--- src/rtl/ahb_master_req_ctrl_pkg.sv ---
// Shared AHB types and the burst-length decode used by both master and arbiter.
// Pure declarations; no latency, no flow control.
package ahb_master_req_ctrl_pkg;

    typedef enum logic [2:0] {
        SINGLE = 3'd0,
        INCR   = 3'd1,
        WRAP4  = 3'd2,
        INCR4  = 3'd3,
        WRAP8  = 3'd4,
        INCR8  = 3'd5,
        WRAP16 = 3'd6,
        INCR16 = 3'd7
    } hburst_type;

    typedef enum logic [1:0] {
        IDLE   = 2'd0,
        BUSY   = 2'd1,
        NONSEQ = 2'd2,
        SEQ    = 2'd3
    } htrans_type;

    typedef enum logic [1:0] {
        ST_IDLE  = 2'd0,
        ST_REQ   = 2'd1,
        ST_BURST = 2'd2
    } req_state_t;

    // Index of the final beat; undefined-length INCR is treated as a single beat.
    function automatic logic [3:0] burst_limit(input hburst_type b);
        case (b)
            WRAP4, INCR4:   burst_limit = 4'd3;
            WRAP8, INCR8:   burst_limit = 4'd7;
            WRAP16, INCR16: burst_limit = 4'd15;
            default:        burst_limit = 4'd0;
        endcase
    endfunction

endpackage

--- src/rtl/ahb_req_watchdog.sv ---
// Request-starvation counter: clear/load/enable, expire is combinational on the LIMIT-th enabled cycle.
// LIMIT=0 disables expiry; no flow control.
module ahb_req_watchdog #(
    parameter int TMO_W = 8,
    parameter int LIMIT = 255
) (
    input  logic             clk_i,
    input  logic             rst_i,
    input  logic             clr_i,
    input  logic             load_i,
    input  logic [TMO_W-1:0] load_val_i,
    input  logic             en_i,
    output logic             expire_o
);

    localparam logic [TMO_W-1:0] LIM_M1 = TMO_W'(LIMIT - 1);

    logic [TMO_W-1:0] cnt_q, cnt_d;

    always_comb begin
        cnt_d = cnt_q;
        if (clr_i)       cnt_d = '0;
        else if (load_i) cnt_d = load_val_i;
        else if (en_i)   cnt_d = cnt_q + 1'b1;
    end

    always_ff @(posedge clk_i or posedge rst_i) begin
        if (rst_i) cnt_q <= '0;
        else       cnt_q <= cnt_d;
    end

    assign expire_o = (LIMIT != 0) && en_i && !clr_i && (cnt_q == LIM_M1);

endmodule

--- src/rtl/ahb_master_req_ctrl.sv ---
// Master-side AHB bus-request FSM: cmd handshake -> hreq next cycle, hreq drops on the edge after the last beat.
// cmd_ready only in IDLE; beats advance on hgrant, wait states hold beat_idx; starved requests abort after REQ_TIMEOUT.
module ahb_master_req_ctrl
    import ahb_master_req_ctrl_pkg::*;
#(
    parameter int REQ_TIMEOUT = 255,
    parameter int TMO_W       = 8
) (
    input  logic       hclk,
    input  logic       hreset,
    input  logic       cmd_valid,
    input  hburst_type cmd_burst,
    output logic       cmd_ready,
    output logic       hreq,
    output hburst_type hburst,
    input  logic       hgrant,
    output htrans_type htrans,
    output logic       beat_ack,
    output logic [3:0] beat_idx,
    output logic       beat_last,
    output logic       busy,
    output logic       timeout_err
);

    req_state_t state_q;
    hburst_type burst_q;
    logic [3:0] beat_idx_q;
    logic       tmo_q;
    logic [3:0] lim;
    logic       wd_expire;

    assign lim = burst_limit(burst_q);

    ahb_req_watchdog #(
        .TMO_W (TMO_W),
        .LIMIT (REQ_TIMEOUT)
    ) u_wdog (
        .clk_i      (hclk),
        .rst_i      (hreset),
        .clr_i      (state_q == ST_IDLE),
        .load_i     (1'b0),
        .load_val_i ({TMO_W{1'b0}}),
        .en_i       (state_q == ST_REQ),
        .expire_o   (wd_expire)
    );

    always_ff @(posedge hclk or posedge hreset) begin
        if (hreset) begin
            state_q    <= ST_IDLE;
            burst_q    <= SINGLE;
            beat_idx_q <= 4'd0;
            tmo_q      <= 1'b0;
        end else begin
            tmo_q <= 1'b0;
            case (state_q)
                ST_IDLE: begin
                    // hgrant here is the registered-grant tail of the previous burst
                    if (cmd_valid) begin
                        burst_q    <= cmd_burst;
                        beat_idx_q <= 4'd0;
                        state_q    <= ST_REQ;
                    end
                end
                ST_REQ: begin
                    // A grant in the expiry cycle still wins
                    if (hgrant) begin
                        if (lim == 4'd0) begin
                            state_q <= ST_IDLE;
                        end else begin
                            beat_idx_q <= 4'd1;
                            state_q    <= ST_BURST;
                        end
                    end else if (wd_expire) begin
                        tmo_q   <= 1'b1;
                        state_q <= ST_IDLE;
                    end
                end
                ST_BURST: begin
                    if (hgrant) begin
                        if (beat_idx_q == lim) state_q    <= ST_IDLE;
                        else                   beat_idx_q <= beat_idx_q + 4'd1;
                    end
                end
                default: state_q <= ST_IDLE;
            endcase
        end
    end

    assign busy        = (state_q != ST_IDLE);
    assign cmd_ready   = (state_q == ST_IDLE);
    assign hreq        = busy;
    assign hburst      = burst_q;
    assign beat_idx    = beat_idx_q;
    assign beat_last   = busy && (beat_idx_q == lim);
    assign beat_ack    = hgrant && busy;
    assign timeout_err = tmo_q;

    always_comb begin
        htrans = IDLE;
        case (state_q)
            ST_REQ:   htrans = NONSEQ;
            ST_BURST: htrans = SEQ;
            default:  htrans = IDLE;
        endcase
    end

endmodule

--- config.mk ---
export PLATFORM = sky130hd
export DESIGN_NAME = ahb_master_req_ctrl
export DESIGN_NICKNAME = d
export VERILOG_FILES = /design/src/rtl/ahb_master_req_ctrl_pkg.sv /design/src/rtl/ahb_req_watchdog.sv /design/src/rtl/ahb_master_req_ctrl.sv
export SDC_FILE = /design/constraint.sdc
export NUM_CORES = 1
export LEC_CHECK = 0
export ABC_AREA = 1
export BUFFER_PORTS_ARGS = -buffer_cell sky130_fd_sc_hd__buf_4
export CORE_MARGIN = 5
export CORE_UTILIZATION = 48
export CTS_CLUSTER_DIAMETER = 120
export DETAILED_ROUTE_END_ITERATION = 12
export HOLD_SLACK_MARGIN = 0.12
export PLACE_DENSITY = 0.72
export SETUP_SLACK_MARGIN = 0.02
export SYNTH_ARGS = -nofsm -noshare
export SYNTH_HDL_FRONTEND = slang
export SYNTH_HIERARCHICAL = 1
export SYNTH_SLANG_ARGS = --single-unit
--- constraint.sdc ---
create_clock -name hclk -period 4.7 [get_ports hclk]
set_input_delay 0.94 -clock hclk [delete_from_list [all_inputs] [get_ports hclk]]
set_output_delay 0.94 -clock hclk [all_outputs]
set_load 0.05 [all_outputs]
# --- After elaboration in Yosys (flattened, before gate mapping) ---
# Cells that the tools add are included.
word_totals:
  regBits: 18
  latchBits: 0
  ram_bits: 0
  mem_bits_ro: 0
  output_inout_bits: 15
  word_cells: 60
  n_memories: 0
classes:
  addsub: 2
  mul: 0
  div: 0
  order_cmp: 0
  n_eq_ne: 17
  n_shift: 0
  muxes: 20
  bitwise_logic: 0
  reduce_logical: 16
op_table:
  columns: ["op", "count"]
  rows:
  - ["$pmux 4 s3", 2]
  - ["$mux 4", 5]
  - ["$mux 8", 2]
  - ["$eq 3x3->1 const B", 4]
  - ["$mux 2", 6]
  - ["$ne 2x2->1 const B", 6]
  - ["$add 8x1->8 const B", 1]
  - ["$eq 8x8->1 const B", 1]
  - ["$eq 3x2->1 const B", 2]
  - ["$pmux 2 s3", 1]
  - ["$reduce_and 6->1", 1]
  - ["$reduce_or 2->1", 3]
  - ["$add 4x1->4 const B", 1]
  - ["$eq 4x4->1", 1]
  - ["$logic_and 1x1->1", 4]
  - ["$logic_not 4->1", 1]
  - ["$pmux 2 s2", 1]
  - ["$reduce_and 4->1", 1]
  - ["$reduce_bool 2->1", 2]
  - ["$mux 1", 3]
  - ["$ne 3x3->1 const B", 1]
  - ["$reduce_bool 3->1", 1]
  - ["$eq 2x1->1 const B", 1]
  - ["$eq 2x2->1 const B", 1]
  - ["3 further kinds", 3]

# --- Depth between registers and ports, before layout ---
depth:
  depth_word: 7
  mapped_depth: 10

# --- Cells and area by module ---
# Netlist, hierarchy kept.
modules_own_cells:
  columns: ["module", "instances", "cells_per_inst", "area_per_inst_um2"]
  rows:
  - ["ahb_master_req_ctrl", 1, 95, 705.7]
  - ["ahb_req_watchdog", 1, 90, 563.0]

# --- Least setup slack after synthesis ---
# Ideal clock, no wire load.
synth_timing:
  path_kind: "register to output"
  from: "register state_q[0]"
  to: "output port hreq"
  t_arrival_ns: 1.762
  slack_ns: 1.998
  path_stages_with_launch: 5
  n_path_buf: 1
  cell_sequence: "dfrtp_1 -> inv_1 -> ha_1 -> inv_1 -> buf_4"
synth_between:
  elab_chain_cells: 1
synth_rtl:
  columns: ["element", "line", "source"]
  rows:
  - ["start, declared", "ahb_master_req_ctrl.sv:25", "req_state_t state_q;"]
  - ["start signal, assigned", "ahb_master_req_ctrl.sv:49", "state_q <= ST_IDLE;"]
  - ["start signal, assigned", "ahb_master_req_ctrl.sv:61", "state_q <= ST_REQ;"]
  - ["start signal, assigned", "ahb_master_req_ctrl.sv:68", "state_q <= ST_IDLE;"]
  - ["$reduce_bool 2->1", "ahb_master_req_ctrl.sv:89", "assign busy = (state_q != ST_IDLE);"]
  - ["end, declared", "ahb_master_req_ctrl.sv:14", "output logic hreq,"]
# No other way between the ends.

# --- Final worst setup path ---
layout_timing:
  from: "register burst_q[2], in the netlist hburst[2]"
  to: "output port beat_last"
layout_between:
  elab_chain_cells: 5
  elab_cells_between_ends: 12
  classes_between: "eq/ne: 7; mux: 1; reduce/logical: 4"
layout_rtl:
  columns: ["element", "line", "source"]
  rows:
  - ["start, declared", "ahb_master_req_ctrl.sv:26", "hburst_type burst_q;"]
  - ["start signal, assigned", "ahb_master_req_ctrl.sv:59", "burst_q <= cmd_burst;"]
  - ["$eq 3x3->1 / $eq 3x2->1 (equally long branches)", "ahb_master_req_ctrl_pkg.sv:31", "case (b)"]
  - ["$reduce_or 2->1", "ahb_master_req_ctrl_pkg.sv:31", null]
  - ["$pmux 4 s3 (*)", "ahb_master_req_ctrl_pkg.sv:31", null]
  - ["$eq 4x4->1 (*)", "ahb_master_req_ctrl.sv:94", "assign beat_last = busy && (beat_idx_q == lim);"]
  - ["$logic_and 1x1->1 (*)", "ahb_master_req_ctrl.sv:94", null]
  - ["end, declared", "ahb_master_req_ctrl.sv:20", "output logic beat_last,"]
# Mark *: on every way between the ends. The rest lies on a longest branch, timed or not.

==> impl_metrics.env <==
export IMPL_outcome="completed"
export IMPL_p_leak_nw=0.823
export IMPL_p_comb_share_pct=58.9
export IMPL_yosys_mux_area_fraction_pct=0.888
export IMPL_die_w_microns=61.4
export IMPL_path_max_fanout=6
export IMPL_instances_no_fill=249
export IMPL_multiInputGateArea_sq_um=754
export IMPL_synthCells=185
export IMPL_cp_cell_sequence="nor2_1, nand2_1, nand2_2, nand3_1, nor2_1, buf_4"
export IMPL_synth_edf_count=0
export IMPL_cp_top_family="simple AND/OR/NAND/NOR gates"
export IMPL_final_antenna_net_count=0
export IMPL_h_tree_depth=1
export IMPL_die_h_microns=61.4
export IMPL_antenna_found_initial=0
export IMPL_vias_per_cell=4.97
export IMPL_slew_headroom_pct=58.9
export IMPL_cp_start_kind="register"
export IMPL_cap_violations=0
export IMPL_swShare_pct=54.1
export IMPL_cts_sinks=18
export IMPL_yosys_area_share_adder_pct=7.89
export IMPL_grt_pass1_vias=1279
export IMPL_root_buffer="clkbuf_4"
export IMPL_seqCellArea_sq_um=450
export IMPL_worst_ep_required_time_ns=3.76
export IMPL_final_nets=235
export IMPL_fin_util_pct=61.1
export IMPL_min_period_ns=2.50
export IMPL_post_place_ws_ns=2.40
export IMPL_wire_per_inst_microns=12.0
export IMPL_ys_async_sr_fraction_pct=100
export IMPL_numCtsBuffers=3
export IMPL_dpl_cell_count=245
export IMPL_fmax_ghz=0.400
export IMPL_grt_overflow=0
export IMPL_first_iter_violations=73
export IMPL_finalPower_uw=905
export IMPL_rsz0062_at_grt="no"
export IMPL_cts_tree="yes"
export IMPL_synth_xor_area_share_pct=1.38
export IMPL_ctsResizeCount=0
export IMPL_syn_to_final_growth_pct=20.3
export IMPL_hold_buffers=0
export IMPL_fillers=233
export IMPL_setup_viol=0
export IMPL_synth_top_family_by_area="simple AND/OR/NAND/NOR gates"
export IMPL_gp_congestion=0.831
export IMPL_die_area_sq_um=3770
export IMPL_clk_path_buf_depth=2
export IMPL_synth_area_sq_um=1270
export IMPL_critPathMaxStageDelay_ns=0.47
export IMPL_crit_path_end_kind="output pin"
export IMPL_vias=1238
export IMPL_synth_ff_type="dfrtp_1"
export IMPL_layout_drive_gt1_share_pct=16.0
export IMPL_hp_class="reg -> reg"
export IMPL_synth_compound_area_share_pct=6.41
export IMPL_drt_total_wl_mm=2.98
export IMPL_crit_buf_inv=1
export IMPL_hold_viol_final=0
export IMPL_grt_use_total_pct=18.8
export IMPL_yosysWarnings=6
export IMPL_coreArea_sq_um=2500
export IMPL_clk_latency_ns=0.29
export IMPL_clkPwrFrac_pct=10.7
export IMPL_drv_slew=0
export IMPL_first_pass_iters=4
export IMPL_diodes=0
export IMPL_switching_power_uw=489
export IMPL_intPower_uw=416
export IMPL_avgSynthCellArea_sq_um=6.86
export IMPL_worst_pin_slew_ns=0.613
export IMPL_critical_path_arrival_ns=1.56
export IMPL_power_density_nw_per_um2=593
export IMPL_worst_slack_ns=2.20
export IMPL_route_detailed_drc=0
export IMPL_ir_drop_v=0.000518
export IMPL_initial_core_util_pct=50.8
export IMPL_cp_common_cell="nor2_1"
export IMPL_p_seq_share_pct=30.4
export IMPL_io_pins=22
export IMPL_cp_slowest_cell="dfrtp_1"
export IMPL_final_setup_skew_ns=0.00685
export IMPL_rows=18
export IMPL_ys_types=27
export IMPL_synth_simple_area_share_pct=39.3
export IMPL_critical_path_class="reg -> out"
export IMPL_grt_start_max_net_pins=16
export IMPL_finalCritPeriodShare_pct=53.1
export IMPL_finalSetupTns_ns=0
export IMPL_ys_ff_latch=18
export IMPL_port_buffers=21
export IMPL_grt_pass1_wl_mm=5.27
export IMPL_cts_setup_buffers=0
export IMPL_synth_seq_area_share_pct=35.5
export IMPL_clkTransAtPathRegs_ns=0.11
export IMPL_dpl_hpwl_mm=2.35
## layout make-up
type                    instances  share of cell area, %
clock buffers                   4                   2.38
inverters                      24                   5.90
flip-flops and latches         18                   29.5
multi-input cells             152                   49.4
well taps                      30                   2.46
repair buffers                 21                   10.3
## metrics by stage
step / cell area, sq um / hold WS [ns]
5_1_grt: 1530 / 0.543
2_1_floorplan: 1310 / 0.489
4_1_cts: 1530 / 0.512
3_5_place_dp: 1490 / 0.487
3_3_place_gp: 1490 / 0.477
6_report: 1530 / 0.504
## final timing paths
path / startpoint / cells past startpoint / endpoint / slack (ns)
min in group asynchronous: hreset / 2 / u_wdog/cnt_q[0] / 0.59
worst min register to register: hburst[0] / 1 / hburst[0] / 0.50
max in group asynchronous: hreset / 2 / hburst[1] / 3.76
worst max register to register: state_q[0] / 10 / state_q[1] / 2.70
worst min-delay path: hburst[0] / 1 / hburst[0] / 0.50
worst max-delay path: hburst[2] / 6 / beat_last / 2.20
## metal layers
metal  wire, microns  vias up  global-route usage (%)
li1                -      634                       -
met1            1200      574                    20.3
met2            1620       28                    35.6
met3             146        2                    3.35
met4              16        0                    7.58
met5               0        -                       0
## cells by family (layout without fill, tap and decap cells)
family,Yosys count,in the layout
AOI/OAI and AO/OA,15,15
xor gates and xnor gates,2,2
adders and majority gates,8,8
buffers and inverters,26,49
DFF,18,18
muxes,1,1
other,1,12
and+or+nand+nor,114,114
## Yosys cell counts, drive strengths merged (2+ instances only)
cell type | instances | area, sq um
ha | 8 | 100
buf | 2 | 15.0
nor2 | 28 | 110
nand2 | 62 | 248
nand3 | 19 | 95.1
inv | 23 | 86.3
a21oi | 2 | 10.0
nor3 | 2 | 21.3
dfrtp | 18 | 450
o22ai | 2 | 12.5
o21ai | 9 | 45.0
## cell usage in the layout (no fill, tap or decap), drive strengths merged
| cell type | count |
|---|---|
| a21boi | 1 |
| a21oi | 2 |
| a31oi | 1 |
| buf | 21 |
| clkbuf | 4 |
| clkinv | 1 |
| conb | 12 |
| dfrtp | 18 |
| ha | 8 |
| inv | 23 |
| mux2 | 1 |
| nand2 | 62 |
| nand3 | 19 |
| nand4 | 1 |
| nor2 | 28 |
| nor3 | 2 |
| nor4 | 1 |
| o21ai | 9 |
| o22ai | 2 |
| or2 | 1 |
| xnor2 | 1 |
| xor2 | 1 |
## power by group through the flow
stage | logic (mW) | registers (mW) | clock network [mW]
CTS | 0.534 | 0.273 | 0.102
finish | 0.533 | 0.275 | 0.0966
detailed placement | 0.532 | 0.277 | 0
floorplan | 0.359 | 0.315 | 0
global placement | 0.520 | 0.272 | 0
global route | 0.591 | 0.282 | 0.108
## state kept, by name, summed over array words and instances (netlist names)
signal / count
beat_idx: 4
timeout_err: 1
u_wdog/cnt_q: 8
state_q: 2
hburst: 3
Note: power is estimated with default switching activity, not from simulation.
